--- src/rtl/evm_result_uart_tx.sv ---
// Captures EVM tallies on a show_result rising edge and serialises one 8-byte frame
// (A5, P1..P4, total, winner, XOR checksum of bytes 1..6) as 8N1 UART, LSB first.
module evm_result_uart_tx #(
  parameter int CLK_DIV = 868,
  parameter int COUNT_W = 6
) (
  input  logic               clk,
  input  logic               reset,
  input  logic               show_result,
  input  logic [COUNT_W-1:0] vote_party1,
  input  logic [COUNT_W-1:0] vote_party2,
  input  logic [COUNT_W-1:0] vote_party3,
  input  logic [COUNT_W-1:0] vote_party4,
  input  logic [7:0]         total_voting,
  input  logic [1:0]         winner,
  output logic               tx,
  output logic               busy,
  output logic               done
);

  localparam int BAUD_W = $clog2(CLK_DIV);
  localparam logic [BAUD_W-1:0] BAUD_LAST = BAUD_W'(CLK_DIV - 1);

  typedef enum logic [2:0] {S_IDLE, S_START, S_DATA, S_STOP, S_FINISH} state_t;

  state_t             state_q, state_d;
  logic [BAUD_W-1:0]  baud_q, baud_d;
  logic [2:0]         bit_q, bit_d;
  logic [2:0]         byte_q, byte_d;
  logic               show_q;
  logic               tx_q, tx_d;
  logic               busy_q, done_q;
  logic               snap;
  logic               baud_wrap;
  logic [COUNT_W-1:0] p1_q, p2_q, p3_q, p4_q;
  logic [7:0]         total_q;
  logic [1:0]         winner_q;
  logic [7:0]         checksum;
  logic [7:0]         cur_byte;

  assign baud_wrap = (baud_q == BAUD_LAST);
  assign checksum  = 8'(p1_q) ^ 8'(p2_q) ^ 8'(p3_q) ^ 8'(p4_q) ^ total_q ^ {6'b0, winner_q};

  always_comb begin
    case (byte_q)
      3'd0:    cur_byte = 8'hA5;
      3'd1:    cur_byte = 8'(p1_q);
      3'd2:    cur_byte = 8'(p2_q);
      3'd3:    cur_byte = 8'(p3_q);
      3'd4:    cur_byte = 8'(p4_q);
      3'd5:    cur_byte = total_q;
      3'd6:    cur_byte = {6'b0, winner_q};
      default: cur_byte = checksum;
    endcase
  end

  always_comb begin
    state_d = state_q;
    baud_d  = baud_q;
    bit_d   = bit_q;
    byte_d  = byte_q;
    snap    = 1'b0;
    tx_d    = 1'b1;
    case (state_q)
      S_IDLE: begin
        if (show_result && !show_q) begin
          state_d = S_START;
          baud_d  = '0;
          bit_d   = '0;
          byte_d  = '0;
          snap    = 1'b1;
        end
      end
      S_START: begin
        tx_d = 1'b0;
        if (baud_wrap) begin
          baud_d  = '0;
          bit_d   = '0;
          state_d = S_DATA;
        end else begin
          baud_d = baud_q + 1'b1;
        end
      end
      S_DATA: begin
        tx_d = cur_byte[bit_q];
        if (baud_wrap) begin
          baud_d = '0;
          if (bit_q == 3'd7) state_d = S_STOP;
          else               bit_d   = bit_q + 1'b1;
        end else begin
          baud_d = baud_q + 1'b1;
        end
      end
      S_STOP: begin
        if (baud_wrap) begin
          baud_d = '0;
          if (byte_q == 3'd7) begin
            state_d = S_FINISH;
          end else begin
            byte_d  = byte_q + 1'b1;
            state_d = S_START;
          end
        end else begin
          baud_d = baud_q + 1'b1;
        end
      end
      S_FINISH: state_d = S_IDLE;
      default:  state_d = S_IDLE;
    endcase
  end

  // tx lags the FSM by one cycle, so the start bit appears one edge after the request edge
  always_ff @(posedge clk or negedge reset) begin
    if (!reset) begin
      state_q <= S_IDLE;
      baud_q  <= '0;
      bit_q   <= '0;
      byte_q  <= '0;
      show_q  <= 1'b1;
      tx_q    <= 1'b1;
      busy_q  <= 1'b0;
      done_q  <= 1'b0;
    end else begin
      state_q <= state_d;
      baud_q  <= baud_d;
      bit_q   <= bit_d;
      byte_q  <= byte_d;
      show_q  <= show_result;
      tx_q    <= tx_d;
      busy_q  <= (state_d == S_START) || (state_d == S_DATA) || (state_d == S_STOP);
      done_q  <= (state_d == S_FINISH);
    end
  end

  always_ff @(posedge clk or negedge reset) begin
    if (!reset) begin
      p1_q     <= '0;
      p2_q     <= '0;
      p3_q     <= '0;
      p4_q     <= '0;
      total_q  <= '0;
      winner_q <= '0;
    end else if (snap) begin
      p1_q     <= vote_party1;
      p2_q     <= vote_party2;
      p3_q     <= vote_party3;
      p4_q     <= vote_party4;
      total_q  <= total_voting;
      winner_q <= winner;
    end
  end

  assign tx   = tx_q;
  assign busy = busy_q;
  assign done = done_q;

endmodule

--- config.mk ---
export PLATFORM = sky130hd
export DESIGN_NAME = evm_result_uart_tx
export DESIGN_NICKNAME = d
export VERILOG_FILES = /design/src/rtl/evm_result_uart_tx.sv
export SDC_FILE = /design/constraint.sdc
export NUM_CORES = 1
export LEC_CHECK = 0
export CORE_ASPECT_RATIO = 1.25
export CORE_MARGIN = 3
export CORE_UTILIZATION = 50
export DETAILED_ROUTE_END_ITERATION = 6
export DONT_BUFFER_PORTS = 1
export MAX_ROUTING_LAYER = met4
export SYNTH_ARGS = -nofsm -noshare
export SYNTH_HDL_FRONTEND = slang
export SYNTH_SLANG_ARGS = --single-unit
--- constraint.sdc ---
create_clock -name clk -period 3.8 [get_ports clk]
set_clock_uncertainty 0.2 [all_clocks]
set_input_delay 0 -clock clk [delete_from_list [all_inputs] [get_ports clk]]
set_output_delay 0 -clock clk [all_outputs]
set_load 0.005 [all_outputs]
-- Yosys cells after proc, flatten, opt, wreduce, memory -nomap -nowiden
Index checks and enable logic that the tools add are counted.
- $add $sub $neg: 3
- magnitude comparators: 1
- equality and inequality tests: 22
- mux-type cells: 24
- bitwise gates (word level): 5
- reduce and logical (&&, ||, !) cells: 13
- operator list (cell ; number):
    one-hot mux 8 bit (7 select lines) ; 1
    2-to-1 mux 3 bit ; 12
    2-to-1 mux 10 bit ; 2
    one-hot mux 10 bit (2 select lines) ; 1
    equality test 3 x 2 -> 1 bit, second input constant ; 6
    equality test 3 bit, second input constant ; 6
    bitwise XOR 6 bit ; 3
    inequality test 2 bit, second input constant ; 6
    one-hot mux 3 bit (4 select lines) ; 1
    adder 10 x 1 -> 10 bit, second input constant ; 1
    equality test 10 bit, second input constant ; 1
    equality test 3 x 1 -> 1 bit, second input constant ; 3
    one-hot mux 3 bit (3 select lines) ; 1
    bitwise XOR 6 x 8 -> 8 bit ; 1
    bitwise XOR 8 x 2 -> 8 bit ; 1
    adder 3 x 1 -> 3 bit, second input constant ; 2
    logical NOT 3 bit ; 2
    one-hot mux 3 bit (2 select lines) ; 1
    AND reduction 5 bit ; 1
    < comparator 3 x 4 -> 1 bit, second input constant ; 1
    AND reduction 4 bit ; 1
    nonzero test 2 bit ; 2
    binary-select mux 1 bit (select 3 bit) ; 1
    2-to-1 mux 1 bit ; 3
    7 further kinds ; 8
- flip-flop bits (word level): 57
- output and inout bits: 3
- word-level logic and storage cells: 82

-- Longest topological paths before layout
Gate-level depths: netlist (run 1).
- word-level depth: 9
- mapped depth: 10
- gate-level depth less buffers: 8

-- Least setup slack after synthesis (run 1)
Ideal clock, no wire load.
- kind: flip-flop to flip-flop
- from: reg byte_q[2]
- to: reg tx_q (netlist: tx)
- setup time: 0.077 ns
- arrival: 2.325 ns
- required time: 3.523 ns
- slack: 1.197 ns
- cell stages (with the launch flop): 11
- buffers on the path: 2
- period minus slack after synthesis: 2.603 ns
- cells stage by stage: dfrtp_1 > clkbuf_1 > inv_1 > ha_1 > buf_6 > nor4_4 > a21o_1 > a211oi_1 > a2111oi_2 > o32ai_1 > a31oi_1
- longest elaborated chain between the ends: 5
- RTL lines (element ; line ; text):
    start: declaration ; 29 ; logic [2:0] byte_q, byte_d;
    start signal: assignment ; 127 ; byte_q <= byte_d;
    equality test 3 bit, or another cell as far along ; 45 ; case (byte_q)
    one-hot mux 8 bit (7 select lines) * ; 45 ;
    binary-select mux 1 bit (select 3 bit) * ; 85 ; tx_d = cur_byte[bit_q];
    2-to-1 mux 1 bit (implied by the code) * ; 85 ;
    one-hot mux 1 bit (2 select lines) * ; 64 ; case (state_q)
    via tx_d ; 31 ; logic tx_q, tx_d;
    end signal: assignment ; 129 ; tx_q <= tx_d;
    end: declaration ; 31 ;
Mark *: on every way through the listed nets, which the timed path passes. The rest lies on a longest branch. The select of a mux whose other input is x is not followed.
A chain may end at the register's enable or synchronous reset.

-- Worst setup path after layout (run 1)
Same ends and word-level chain as after synthesis.

==> impl_results.html, run 1 <==
<table>
<tr><th>Metric</th><th>Value</th></tr>
<tr><th colspan="2">Status</th></tr>
<tr><td>Run status</td><td>finished clean</td></tr>
<tr><th colspan="2">Yosys</th></tr>
<tr><td>Async set-or-reset flop fraction in the synthesized netlist</td><td>100%</td></tr>
<tr><td>Predominant post-synthesis flop cell</td><td>sky130_fd_sc_hd__dfrtp_1</td></tr>
<tr><td>List of most frequent post-synthesis cells</td><td>sky130_fd_sc_hd__dfrtp_1, sky130_fd_sc_hd__mux2_1, sky130_fd_sc_hd__nand2_1, sky130_fd_sc_hd__xnor2_1, sky130_fd_sc_hd__mux2_2</td></tr>
<tr><td>Biggest area consumer among synthesized cells</td><td>sky130_fd_sc_hd__dfrtp_1</td></tr>
<tr><td>Syn Area/Cell</td><td>11.0 um2</td></tr>
<tr><td>Cell variety after synth</td><td>47</td></tr>
<tr><td>Number of synthesized flops with an enable pin</td><td>0</td></tr>
<tr><td>Seq/Total Area, Yosys</td><td>46.5%</td></tr>
<tr><td>Number of warning messages in the yosys log</td><td>0</td></tr>
<tr><td>#FFs+latches synth</td><td>57</td></tr>
<tr><td>Most numerous cell in the Yosys netlist</td><td>sky130_fd_sc_hd__dfrtp_1</td></tr>
<tr><td>Netlist Area Pre-Place</td><td>3080 um2</td></tr>
<tr><td>Largest cells by area after synthesis</td><td>sky130_fd_sc_hd__dfrtp_1, sky130_fd_sc_hd__mux2_1, sky130_fd_sc_hd__mux2_2</td></tr>
<tr><td>Total nets after synthesis</td><td>326</td></tr>
<tr><td>Area share of the largest cell type after synthesis</td><td>44.8%</td></tr>
<tr><td>Number of instances in the synthesized netlist</td><td>280</td></tr>
<tr><th colspan="2">GRT</th></tr>
<tr><td>Number of antenna violations at the first check in global routing</td><td>0</td></tr>
<tr><td>Congestion Overflow GR</td><td>0</td></tr>
<tr><td>Maximum number of pins on one net before global-route repair</td><td>56</td></tr>
<tr><td>Vias in the first global route</td><td>2236</td></tr>
<tr><td>Global-route wire length before repair</td><td>10.9 mm</td></tr>
<tr><td>GRT Overall Usage</td><td>19.9%</td></tr>
<tr><th colspan="2">Floorplanning</th></tr>
<tr><td>Die height</td><td>93.7 um</td></tr>
<tr><td>Die width</td><td>76.1 um</td></tr>
<tr><td>Std cell rows</td><td>31</td></tr>
<tr><td>Die ar.</td><td>7130 um2</td></tr>
<tr><td>Area of the placeable core</td><td>5900 um2</td></tr>
<tr><td>Starting utilization of the core area</td><td>52.2%</td></tr>
<tr><td># IOs</td><td>40</td></tr>
<tr><th colspan="2">CTS</th></tr>
<tr><td>Clk buf depth</td><td>2</td></tr>
<tr><td>CTS Buf Count</td><td>9</td></tr>
<tr><td>Clock sink count</td><td>57</td></tr>
<tr><td>Clock transition time at the flip-flop clock pins of the worst setup and hold paths</td><td>70 ps</td></tr>
<tr><td>Number of setup buffers added after CTS</td><td>0</td></tr>
<tr><td>Buffer type at the clock tree root</td><td>sky130_fd_sc_hd__clkbuf_8</td></tr>
<tr><td>Clock insertion delay at the later pin of the skew report</td><td>330 ps</td></tr>
<tr><td>H-tree levels</td><td>3</td></tr>
<tr><td>Clock tree from TritonCTS</td><td>done</td></tr>
<tr><th colspan="2">STA</th></tr>
<tr><td>Worst slew slack as a fraction of its limit</td><td>63.7%</td></tr>
<tr><td>Period utilisation layout</td><td>74.4%</td></tr>
<tr><td>Setup TNS</td><td>0 ps</td></tr>
<tr><td>Least setup slack across all paths after layout</td><td>974 ps</td></tr>
<tr><td>Count of final setup violators</td><td>0</td></tr>
<tr><td>Number of endpoints with negative hold slack in the final report</td><td>0</td></tr>
<tr><td>Max Clk Rate</td><td>354 MHz</td></tr>
<tr><td>Slew Limit Fails</td><td>0</td></tr>
<tr><td>Setup repair after global routing missed its margin</td><td>no</td></tr>
<tr><td>Final Critical Period</td><td>2830 ps</td></tr>
<tr><td>Least-Margin Pin Slew</td><td>541 ps</td></tr>
<tr><td>Hold slack</td><td>31.7 ps</td></tr>
<tr><th colspan="2">Drt</th></tr>
<tr><td>Detail-routed net length per standard cell</td><td>15.7 um</td></tr>
<tr><td>Number of remaining DRC errors</td><td>0</td></tr>
<tr><td>Via count of the routed design</td><td>2186</td></tr>
<tr><td>Routed vias/inst</td><td>5.42</td></tr>
<tr><td>Remaining antenna violation count after routing</td><td>0</td></tr>
<tr><td>DRT Wirelength</td><td>6.34 mm</td></tr>
<tr><td>Number of iterations in the first detailed-routing pass</td><td>4</td></tr>
<tr><td>Detailed Route Iter0 Violations</td><td>106</td></tr>
<tr><th colspan="2">Final layout</th></tr>
<tr><td>Share of final-layout standard cells stronger than drive strength 1</td><td>12.5%</td></tr>
<tr><td>Final non-filler cell area</td><td>3780 um2</td></tr>
<tr><td>Relative area change from synthesis to final layout</td><td>22.9%</td></tr>
<tr><td>Number of antenna cells inserted</td><td>0</td></tr>
<tr><td>Number of nets in the final layout</td><td>362</td></tr>
<tr><td>Final core utilization</td><td>64.1%</td></tr>
<tr><th colspan="2">Place</th></tr>
<tr><td>Buffers on Ports</td><td>0</td></tr>
<tr><td>HPWL Detailed</td><td>4.17 mm</td></tr>
<tr><td>Post-placement cell area</td><td>3120 um2</td></tr>
<tr><td>Worst slack after detailed placement</td><td>1020 ps</td></tr>
<tr><td>GPL Wtd Cong</td><td>0.875</td></tr>
<tr><th colspan="2">Setup path</th></tr>
<tr><td>Combined buffer and inverter count along the critical path</td><td>1</td></tr>
<tr><td>Critical Path Slowest Stage Cell</td><td>sky130_fd_sc_hd__dfrtp_1</td></tr>
<tr><td>Req. time, crit path</td><td>3850 ps</td></tr>
<tr><td>Critical-path cell list</td><td>inv_1 &gt; ha_1 &gt; nor4_4 &gt; a21o_1 &gt; a211oi_1 &gt; a2111oi_2 &gt; o32ai_1 &gt; a31oi_1</td></tr>
<tr><td>Element type at the critical path start</td><td>flip-flop</td></tr>
<tr><td>Delay of the slowest cell on the worst path</td><td>640 ps</td></tr>
<tr><td>Maximum fanout along the worst path</td><td>15</td></tr>
<tr><td>Setup crit end kind</td><td>flip-flop</td></tr>
<tr><td>Category of the critical setup timing path</td><td>flip-flop to flip-flop</td></tr>
<tr><td>Crit path arrival time</td><td>2880 ps</td></tr>
<tr><td>Top Family by Delay on Critical Path</td><td>compound AO/OA/AOI/OAI gates</td></tr>
<tr><th colspan="2">Min path</th></tr>
<tr><td>Hold Crit Class</td><td>input pin to flip-flop</td></tr>
<tr><th colspan="2">Pwr</th></tr>
<tr><td>Leakage component of the power</td><td>1.62 nW</td></tr>
<tr><td>Peak VDD IR</td><td>0.251 mV</td></tr>
<tr><td>Power per cell area</td><td>386 nW/um2</td></tr>
<tr><th colspan="2">Flow run</th></tr>
<tr><td>Max-capacitance violation count</td><td>0</td></tr>
</table>
## cell type report
type	count	area [um2]
Multi-Input combinational cell	201	1550
Sequential cell	57	1430
Inverter	7	26.3
Timing Repair Buffer	40	430
Tap cell	82	103
Clock buffer	11	141
Fill cell	493	2120
Clock inverter	5	103
## state kept, by name, indices dropped and copies added (netlist names), 2 cells and up
signal    flops
total_q       8
state_q       3
p3_q          6
p4_q          6
baud_q       10
winner_q      2
byte_q        3
p2_q          6
p1_q          6
bit_q         3
## per-stage QoR
step	power, W	std cells
floorplan	0.000718	280
global placement	0.000733	349
detailed placement	0.000734	349
CTS	0.00148	403
global route	0.00152	403
finish	0.00146	403
## metal layers
layer | global-route usage (%) | routed length (um) | vias to the layer above
met2 | 33.9 | 3290 | 38
met4 | 6.95 | 99 | 0
met5 | - | 0 | -
met3 | 4.80 | 201 | 10
met1 | 23.2 | 2750 | 1066
li1 | - | - | 1072
## cell families (layout without fill, tap and decap cells)
family	Yosys count	after routing	synth area share (%)
AO/OA/AOI/OAI	59	59	12.9
XOR/XNOR	29	29	8.71
adder cells (fa/ha/maj)	9	9	3.66
buffers and inverters	22	63	3.42
flip-flops	57	57	46.5
multiplexers	36	36	13.1
AND/OR/NAND/NOR	68	68	11.7
## worst paths after layout
| kind | depth (start not counted) | slack [ps] | end | start |
|---|---|---|---|---|
| min in group asynchronous | 2 | 70 | show_q$_DFF_PN1_ | reset |
| max | 8 | 970 | tx$_DFF_PN1_ | byte_q[2]$_DFFE_PN0P_ |
| max reg2reg | 8 | 970 | tx$_DFF_PN1_ | byte_q[2]$_DFFE_PN0P_ |
| max in group asynchronous | 3 | 3060 | baud_q[9]$_DFFE_PN0P_ | reset |
| min reg2reg | 1 | 310 | baud_q[6]$_DFFE_PN0P_ | baud_q[6]$_DFFE_PN0P_ |
| min | 1 | 30 | show_q$_DFF_PN1_ | show_result |
## repair_timing
item	in CTS	in global routing
hold buffers	38	0
endpoints found under the hold margin	96	0
resized for setup	0	0
## power by group
group	switching (W)	internal [W]	total, W
Sequential	0.0000232	0.000628	0.000651
Clock	0.000237	0.000452	0.000689
Combinational	0.0000458	0.0000741	0.000120
Total	0.000306	0.00115	0.00146
## placed cells by master, fill, tap and decap left out, types with 2 or more instances in the layout
master                          instances
sky130_fd_sc_hd__a211oi_1               2
sky130_fd_sc_hd__a21o_1                 5
sky130_fd_sc_hd__a21oi_1                9
sky130_fd_sc_hd__a221oi_1               3
sky130_fd_sc_hd__a222oi_1               2
sky130_fd_sc_hd__a31oi_1                2
sky130_fd_sc_hd__a32oi_1                2
sky130_fd_sc_hd__and2_1                 3
sky130_fd_sc_hd__and3_1                 5
sky130_fd_sc_hd__buf_16                 2
sky130_fd_sc_hd__buf_4                  2
sky130_fd_sc_hd__bufinv_16              3
sky130_fd_sc_hd__clkbuf_8              10
sky130_fd_sc_hd__dfrtp_1               55
sky130_fd_sc_hd__dfstp_2                2
sky130_fd_sc_hd__dlygate4sd3_1         36
sky130_fd_sc_hd__ha_1                   9
sky130_fd_sc_hd__inv_1                  7
sky130_fd_sc_hd__mux2_1                19
sky130_fd_sc_hd__mux2_2                16
sky130_fd_sc_hd__nand2_1               19
sky130_fd_sc_hd__nand2b_1               8
sky130_fd_sc_hd__nand3_1                6
sky130_fd_sc_hd__nand4_1                3
sky130_fd_sc_hd__nor2_1                10
sky130_fd_sc_hd__nor2b_1                4
sky130_fd_sc_hd__nor3_1                 4
sky130_fd_sc_hd__o211ai_1               2
sky130_fd_sc_hd__o21ai_0               13
sky130_fd_sc_hd__o21ai_1                7
sky130_fd_sc_hd__o31ai_1                3
sky130_fd_sc_hd__xnor2_1               19
sky130_fd_sc_hd__xor2_1                 9
No activity file was read; power rests on OpenSTA's default activity.
==> run 2: changes to the inputs <==
--- a/config.mk
+++ b/config.mk
@@ -5,6 +5,7 @@
 export SDC_FILE = /design/constraint.sdc
 export NUM_CORES = 1
 export LEC_CHECK = 0
+export ABC_AREA = 1
 export CORE_ASPECT_RATIO = 1.25
 export CORE_MARGIN = 3
 export CORE_UTILIZATION = 50
==> constraint.sdc (replaced) <==
create_clock -name clk -period 2.9 [get_ports clk]
set_clock_uncertainty 0.2 [all_clocks]
set_input_delay 0 -clock clk [delete_from_list [all_inputs] [get_ports clk]]
set_output_delay 0 -clock clk [all_outputs]
set_load 0.005 [all_outputs]
==> run 2 against run 1 <==
Against the previous run:
- non-clock buffer count shrank 2
- synthesized cell count rose by 64%
- setup slack worse by 310 ps
- power grew 150%
- register-to-register slack worse by 310 ps
- worst hold slack worse by 19 ps
- combinational power grew to 13 times the previous value
- core utilization is 2.7 points lower
- largest power group is now combinational logic
==> impl_results.html, run 2 <==
<table>
<tr><th>Metric</th><th>Value</th></tr>
<tr><th colspan="2">Status</th></tr>
<tr><td>Run status</td><td>finished clean (unchanged)</td></tr>
<tr><th colspan="2">STA</th></tr>
<tr><td>Setup TNS</td><td>0 ps (unchanged)</td></tr>
<tr><td>Final Critical Period</td><td>2240 ps (was 2830 ps)</td></tr>
<tr><td>Setup repair after global routing missed its margin</td><td>no (unchanged)</td></tr>
<tr><td>Least-Margin Pin Slew</td><td>429 ps (was 541 ps)</td></tr>
<tr><td>Worst slew slack as a fraction of its limit</td><td>71.4% (was 63.7%)</td></tr>
<tr><td>Slew Limit Fails</td><td>0 (unchanged)</td></tr>
<tr><td>Period utilisation layout</td><td>77.2% (was 74.4%)</td></tr>
<tr><td>Number of endpoints with negative hold slack in the final report</td><td>0 (unchanged)</td></tr>
<tr><td>Max Clk Rate</td><td>447 MHz (was 354 MHz)</td></tr>
<tr><td>Count of final setup violators</td><td>0 (unchanged)</td></tr>
<tr><th colspan="2">Yosys</th></tr>
<tr><td>List of most frequent post-synthesis cells</td><td>sky130_fd_sc_hd__nand2_1, sky130_fd_sc_hd__dfrtp_1, sky130_fd_sc_hd__inv_1, sky130_fd_sc_hd__nand3_1, sky130_fd_sc_hd__nor2_1 (was sky130_fd_sc_hd__dfrtp_1, sky130_fd_sc_hd__mux2_1, sky130_fd_sc_hd__nand2_1, sky130_fd_sc_hd__xnor2_1, sky130_fd_sc_hd__mux2_2)</td></tr>
<tr><td>#FFs+latches synth</td><td>57 (unchanged)</td></tr>
<tr><td>Area share of the largest cell type after synthesis</td><td>40.4% (was 44.8%)</td></tr>
<tr><td>Number of instances in the synthesized netlist</td><td>460 (was 280)</td></tr>
<tr><td>Total nets after synthesis</td><td>506 (was 326)</td></tr>
<tr><td>Predominant post-synthesis flop cell</td><td>sky130_fd_sc_hd__dfrtp_1 (unchanged)</td></tr>
<tr><td>Netlist Area Pre-Place</td><td>3410 um2 (was 3080 um2)</td></tr>
<tr><td>Largest cells by area after synthesis</td><td>sky130_fd_sc_hd__dfrtp_1, sky130_fd_sc_hd__nand2_1, sky130_fd_sc_hd__nand3_1 (was sky130_fd_sc_hd__dfrtp_1, sky130_fd_sc_hd__mux2_1, sky130_fd_sc_hd__mux2_2)</td></tr>
<tr><td>Number of synthesized flops with an enable pin</td><td>0 (unchanged)</td></tr>
<tr><td>Number of warning messages in the yosys log</td><td>0 (unchanged)</td></tr>
<tr><td>Cell variety after synth</td><td>43 (was 47)</td></tr>
<tr><td>Async set-or-reset flop fraction in the synthesized netlist</td><td>100% (unchanged)</td></tr>
<tr><td>Syn Area/Cell</td><td>7.41 um2 (was 11.0 um2)</td></tr>
<tr><td>Biggest area consumer among synthesized cells</td><td>sky130_fd_sc_hd__dfrtp_1 (unchanged)</td></tr>
<tr><td>Most numerous cell in the Yosys netlist</td><td>sky130_fd_sc_hd__nand2_1 (was sky130_fd_sc_hd__dfrtp_1)</td></tr>
<tr><td>Seq/Total Area, Yosys</td><td>41.9% (was 46.5%)</td></tr>
<tr><th colspan="2">GRT</th></tr>
<tr><td>Congestion Overflow GR</td><td>0 (unchanged)</td></tr>
<tr><td>Vias in the first global route</td><td>2928 (was 2236)</td></tr>
<tr><td>GRT Overall Usage</td><td>22.3% (was 19.9%)</td></tr>
<tr><td>Maximum number of pins on one net before global-route repair</td><td>58 (was 56)</td></tr>
<tr><td>Global-route wire length before repair</td><td>13.2 mm (was 10.9 mm)</td></tr>
<tr><td>Number of antenna violations at the first check in global routing</td><td>0 (unchanged)</td></tr>
<tr><th colspan="2">Drt</th></tr>
<tr><td>DRT Wirelength</td><td>7.72 mm (was 6.34 mm)</td></tr>
<tr><td>Routed vias/inst</td><td>5.05 (was 5.42)</td></tr>
<tr><td>Number of iterations in the first detailed-routing pass</td><td>4 (unchanged)</td></tr>
<tr><td>Detail-routed net length per standard cell</td><td>13.0 um (was 15.7 um)</td></tr>
<tr><td>Number of remaining DRC errors</td><td>0 (unchanged)</td></tr>
<tr><td>Detailed Route Iter0 Violations</td><td>176 (was 106)</td></tr>
<tr><td>Via count of the routed design</td><td>2991 (was 2186)</td></tr>
<tr><td>Remaining antenna violation count after routing</td><td>0 (unchanged)</td></tr>
<tr><th colspan="2">Min path</th></tr>
<tr><td>Hold Crit Class</td><td>input pin to asynchronous set/reset pin (was input pin to flip-flop)</td></tr>
<tr><th colspan="2">Floorplanning</th></tr>
<tr><td>Die ar.</td><td>7850 um2 (was 7130 um2)</td></tr>
<tr><td>Area of the placeable core</td><td>6610 um2 (was 5900 um2)</td></tr>
<tr><td>Starting utilization of the core area</td><td>51.6% (was 52.2%)</td></tr>
<tr><td>Std cell rows</td><td>33 (was 31)</td></tr>
<tr><td>Die width</td><td>79.8 um (was 76.1 um)</td></tr>
<tr><td>Die height</td><td>98.3 um (was 93.7 um)</td></tr>
<tr><td># IOs</td><td>40 (unchanged)</td></tr>
<tr><th colspan="2">Pwr</th></tr>
<tr><td>Clk network pwr share</td><td>20.5% (was 47.2%)</td></tr>
<tr><td>Sequential share of power</td><td>38.0% (was 44.6%)</td></tr>
<tr><td>Share of total power in combinational logic</td><td>41.5% (was 8.2%)</td></tr>
<tr><td>Power per cell area</td><td>892 nW/um2 (was 386 nW/um2)</td></tr>
<tr><td>Peak VDD IR</td><td>0.616 mV (was 0.251 mV)</td></tr>
<tr><td>Switching share of power</td><td>42.2% (was 20.9%)</td></tr>
<tr><td>Leakage component of the power</td><td>2.03 nW (was 1.62 nW)</td></tr>
<tr><td>Internal power component</td><td>0.00209 W (was 0.00115 W)</td></tr>
<tr><td>Overall power</td><td>0.00361 W (was 0.00146 W)</td></tr>
<tr><td>Net switching power figure</td><td>0.00153 W (was 0.000306 W)</td></tr>
<tr><th colspan="2">Setup path</th></tr>
<tr><td>Reg2Reg Setup Slack</td><td>660 ps (was 970 ps)</td></tr>
<tr><td>Req. time, crit path</td><td>2990 ps (was 3850 ps)</td></tr>
<tr><td>Depth of the worst register-to-register path</td><td>13 (was 8)</td></tr>
<tr><td>Capture point of the worst reg-to-reg path</td><td>tx$_DFF_PN1_ (unchanged)</td></tr>
<tr><td>Critical Path Most Common Cell</td><td>sky130_fd_sc_hd__nand2_1</td></tr>
<tr><td>Setup crit end kind</td><td>flip-flop (unchanged)</td></tr>
<tr><td>Element type at the critical path start</td><td>flip-flop (unchanged)</td></tr>
<tr><td>Critical-path cell list</td><td>inv_2 &gt; ha_1 &gt; nor2_4 &gt; nand2_2 &gt; clkinv_2 &gt; nor2_1 &gt; a21oi_1 &gt; nand2_1 &gt; nand2_1 &gt; nand2_1 &gt; a21oi_1 &gt; nand2_1 &gt; nand2_1 (was inv_1 &gt; ha_1 &gt; nor4_4 &gt; a21o_1 &gt; a211oi_1 &gt; a2111oi_2 &gt; o32ai_1 &gt; a31oi_1)</td></tr>
<tr><td>Beginning of the worst register-to-register path</td><td>byte_q[2]$_DFFE_PN0P_ (unchanged)</td></tr>
<tr><td>Crit path arrival time</td><td>2320 ps (was 2880 ps)</td></tr>
<tr><td>Maximum fanout along the worst path</td><td>14 (was 15)</td></tr>
<tr><td>CP Capture Point</td><td>tx$_DFF_PN1_ (unchanged)</td></tr>
<tr><td>Critical Path Slowest Stage Cell</td><td>sky130_fd_sc_hd__dfrtp_1 (unchanged)</td></tr>
<tr><td>Delay of the slowest cell on the worst path</td><td>610 ps (was 640 ps)</td></tr>
<tr><td>Launching element of the worst setup path</td><td>byte_q[2]$_DFFE_PN0P_ (unchanged)</td></tr>
<tr><td>Category of the critical setup timing path</td><td>flip-flop to flip-flop (unchanged)</td></tr>
<tr><th colspan="2">Final layout</th></tr>
<tr><td>Number of filler cells placed in the layout</td><td>641 (was 493)</td></tr>
<tr><td>Biggest regs</td><td>baud_q (10), total_q (8) (unchanged)</td></tr>
<tr><td>Top reg by flops</td><td>baud_q (unchanged)</td></tr>
<tr><td>Number of antenna cells inserted</td><td>0 (unchanged)</td></tr>
<tr><td>Most frequent cells in the layout</td><td>sky130_fd_sc_hd__nand2_1, sky130_fd_sc_hd__dfrtp_1, sky130_fd_sc_hd__inv_1 (was sky130_fd_sc_hd__dfrtp_1, sky130_fd_sc_hd__dlygate4sd3_1, sky130_fd_sc_hd__nand2_1, sky130_fd_sc_hd__xnor2_1, sky130_fd_sc_hd__mux2_1)</td></tr>
<tr><td>Flip-flop count of the largest register, all copies and words added</td><td>10 (unchanged)</td></tr>
<tr><td>Relative area change from synthesis to final layout</td><td>19.0% (was 22.9%)</td></tr>
<tr><td>Share of final-layout standard cells stronger than drive strength 1</td><td>11.7% (was 12.5%)</td></tr>
<tr><td>Commonest non-fill, non-tap cell in the layout</td><td>sky130_fd_sc_hd__nand2_1 (was sky130_fd_sc_hd__dfrtp_1)</td></tr>
<tr><td>Area of all sequential standard cells</td><td>1430 um2 (unchanged)</td></tr>
<tr><td>Number of nets in the final layout</td><td>546 (was 362)</td></tr>
<tr><td>Area of the multi-input gates</td><td>1670 um2 (was 1550 um2)</td></tr>
<tr><th colspan="2">CTS</th></tr>
<tr><td>Clock transition time at the flip-flop clock pins of the worst setup and hold paths</td><td>70 ps (about the same)</td></tr>
<tr><td>Clock tree from TritonCTS</td><td>done (unchanged)</td></tr>
<tr><td>Resize count post-CTS</td><td>0 (unchanged)</td></tr>
<tr><td>Number of setup buffers added after CTS</td><td>0 (unchanged)</td></tr>
<tr><td>Clock sink count</td><td>57 (unchanged)</td></tr>
<tr><td>Buffer type at the clock tree root</td><td>sky130_fd_sc_hd__clkbuf_8 (unchanged)</td></tr>
<tr><td>Clk buf depth</td><td>2 (unchanged)</td></tr>
<tr><td>CTS Buf Count</td><td>9 (unchanged)</td></tr>
<tr><td>Clock insertion delay at the later pin of the skew report</td><td>340 ps (was 330 ps)</td></tr>
<tr><td>H-tree levels</td><td>3 (unchanged)</td></tr>
<tr><th colspan="2">Place</th></tr>
<tr><td>GPL Wtd Cong</td><td>0.932 (was 0.875)</td></tr>
<tr><td>Buffers on Ports</td><td>0 (unchanged)</td></tr>
<tr><td>HPWL Detailed</td><td>5.67 mm (was 4.17 mm)</td></tr>
<tr><th colspan="2">Flow run</th></tr>
<tr><td>Max-capacitance violation count</td><td>0 (unchanged)</td></tr>
</table>
[run 2: cell types whose count changed after synthesis, moves of 6 or more]
cell,delta
sky130_fd_sc_hd__inv_1,+41
sky130_fd_sc_hd__nand2b_1,-8
sky130_fd_sc_hd__xnor2_1,-18
sky130_fd_sc_hd__o21ai_1,+11
sky130_fd_sc_hd__inv_2,+13
sky130_fd_sc_hd__nand2_1,+141
sky130_fd_sc_hd__nand3_1,+41
sky130_fd_sc_hd__nor2_1,+10
sky130_fd_sc_hd__nor2_2,+6
sky130_fd_sc_hd__mux2_1,-19
sky130_fd_sc_hd__mux2_2,-16
[run 2: area by class of cell]
type / instances / area share (%)
Multi-Input combinational cell: 330 / 41.1
Tap cell: 87 / 2.69
Clock inverter: 5 / 1.36
Sequential cell: 57 / 35.2
Timing Repair Buffer: 38 / 10.1
Clock buffer: 11 / 3.49
Inverter: 64 / 6.08
[run 2: stage by stage]
| stage | setup slack, ps | cell area [um2] | cells | hold slack, ps | util, % |
|---|---|---|---|---|---|
| after global routing | 451 | 4050 | 592 | 2.94 | 61.4 |
| after floorplan | 1020 | 3410 | 460 | -496 | - |
| after global placement | 740 | 3470 | 539 | -494 | 52.5 |
| after CTS | 652 | 4050 | 592 | 7.42 | 61.4 |
| after detailed placement | 667 | 3470 | 539 | -494 | 52.5 |
| final | 662 | 4050 | 592 | 12.4 | 61.4 |
[run 2: timing repair]
action                     4_1_cts  5_1_grt
setup endpoints to repair        0        0
hold endpoints to repair        93        0
hold buffers                    37        0
[run 2: logic make-up (layout without fill, tap and decap cells)]
| logic type | after synthesis | in the layout | share of synthesized area (%) |
|---|---|---|---|
| xor+xnor | 7 | 7 | 1.80 |
| buf+inv | 73 | 118 | 9.18 |
| fa+ha+maj | 9 | 9 | 3.31 |
| mux | 1 | 1 | 0.294 |
| simple gates | 256 | 256 | 33.8 |
| compound gates | 57 | 57 | 9.66 |
| flops | 57 | 57 | 41.9 |
[run 2: critical path: cells and delay by family (launching register included)]
family,cells,cell delay [ps]
AO/OA/AOI/OAI,2,240
adder cells (fa/ha/maj),1,320
buffers and inverters,2,270
flip-flops,1,610
AND/OR/NAND/NOR,8,540
[run 2: routing by layer]
layer / routed length, um / global-route usage [%]
met1: 3300 / 25.3
met3: 314 / 5.63
met5: 0 / -
met2: 3910 / 37.4
met4: 198 / 8.84
[run 2: how the worst min path moves through the flow]
stage	cells after the start	endpoint	slack [ps]	from
2_1_floorplan	0	baud_q[0]$_DFFE_PN0P_	-500	reset
3_3_place_gp	0	p4_q[4]$_DFFE_PN0P_	-490	reset
3_5_place_dp	0	total_q[4]$_DFFE_PN0P_	-490	reset
4_1_cts	1	show_q$_DFF_PN1_	7	show_result
5_1_grt	1	show_q$_DFF_PN1_	3	show_result
6_report	2	total_q[1]$_DFFE_PN0P_	10	reset
[run 2: power by group through the flow]
stage / Combinational (W) / Sequential [W] / Clock [W]
after floorplan: 0.00121 / 0.00129 / 0
after global placement: 0.00141 / 0.00138 / 0
after detailed placement: 0.00144 / 0.00138 / 0
after CTS: 0.00151 / 0.00137 / 0.000756
after global routing: 0.00176 / 0.00141 / 0.000790
final: 0.00150 / 0.00137 / 0.000741
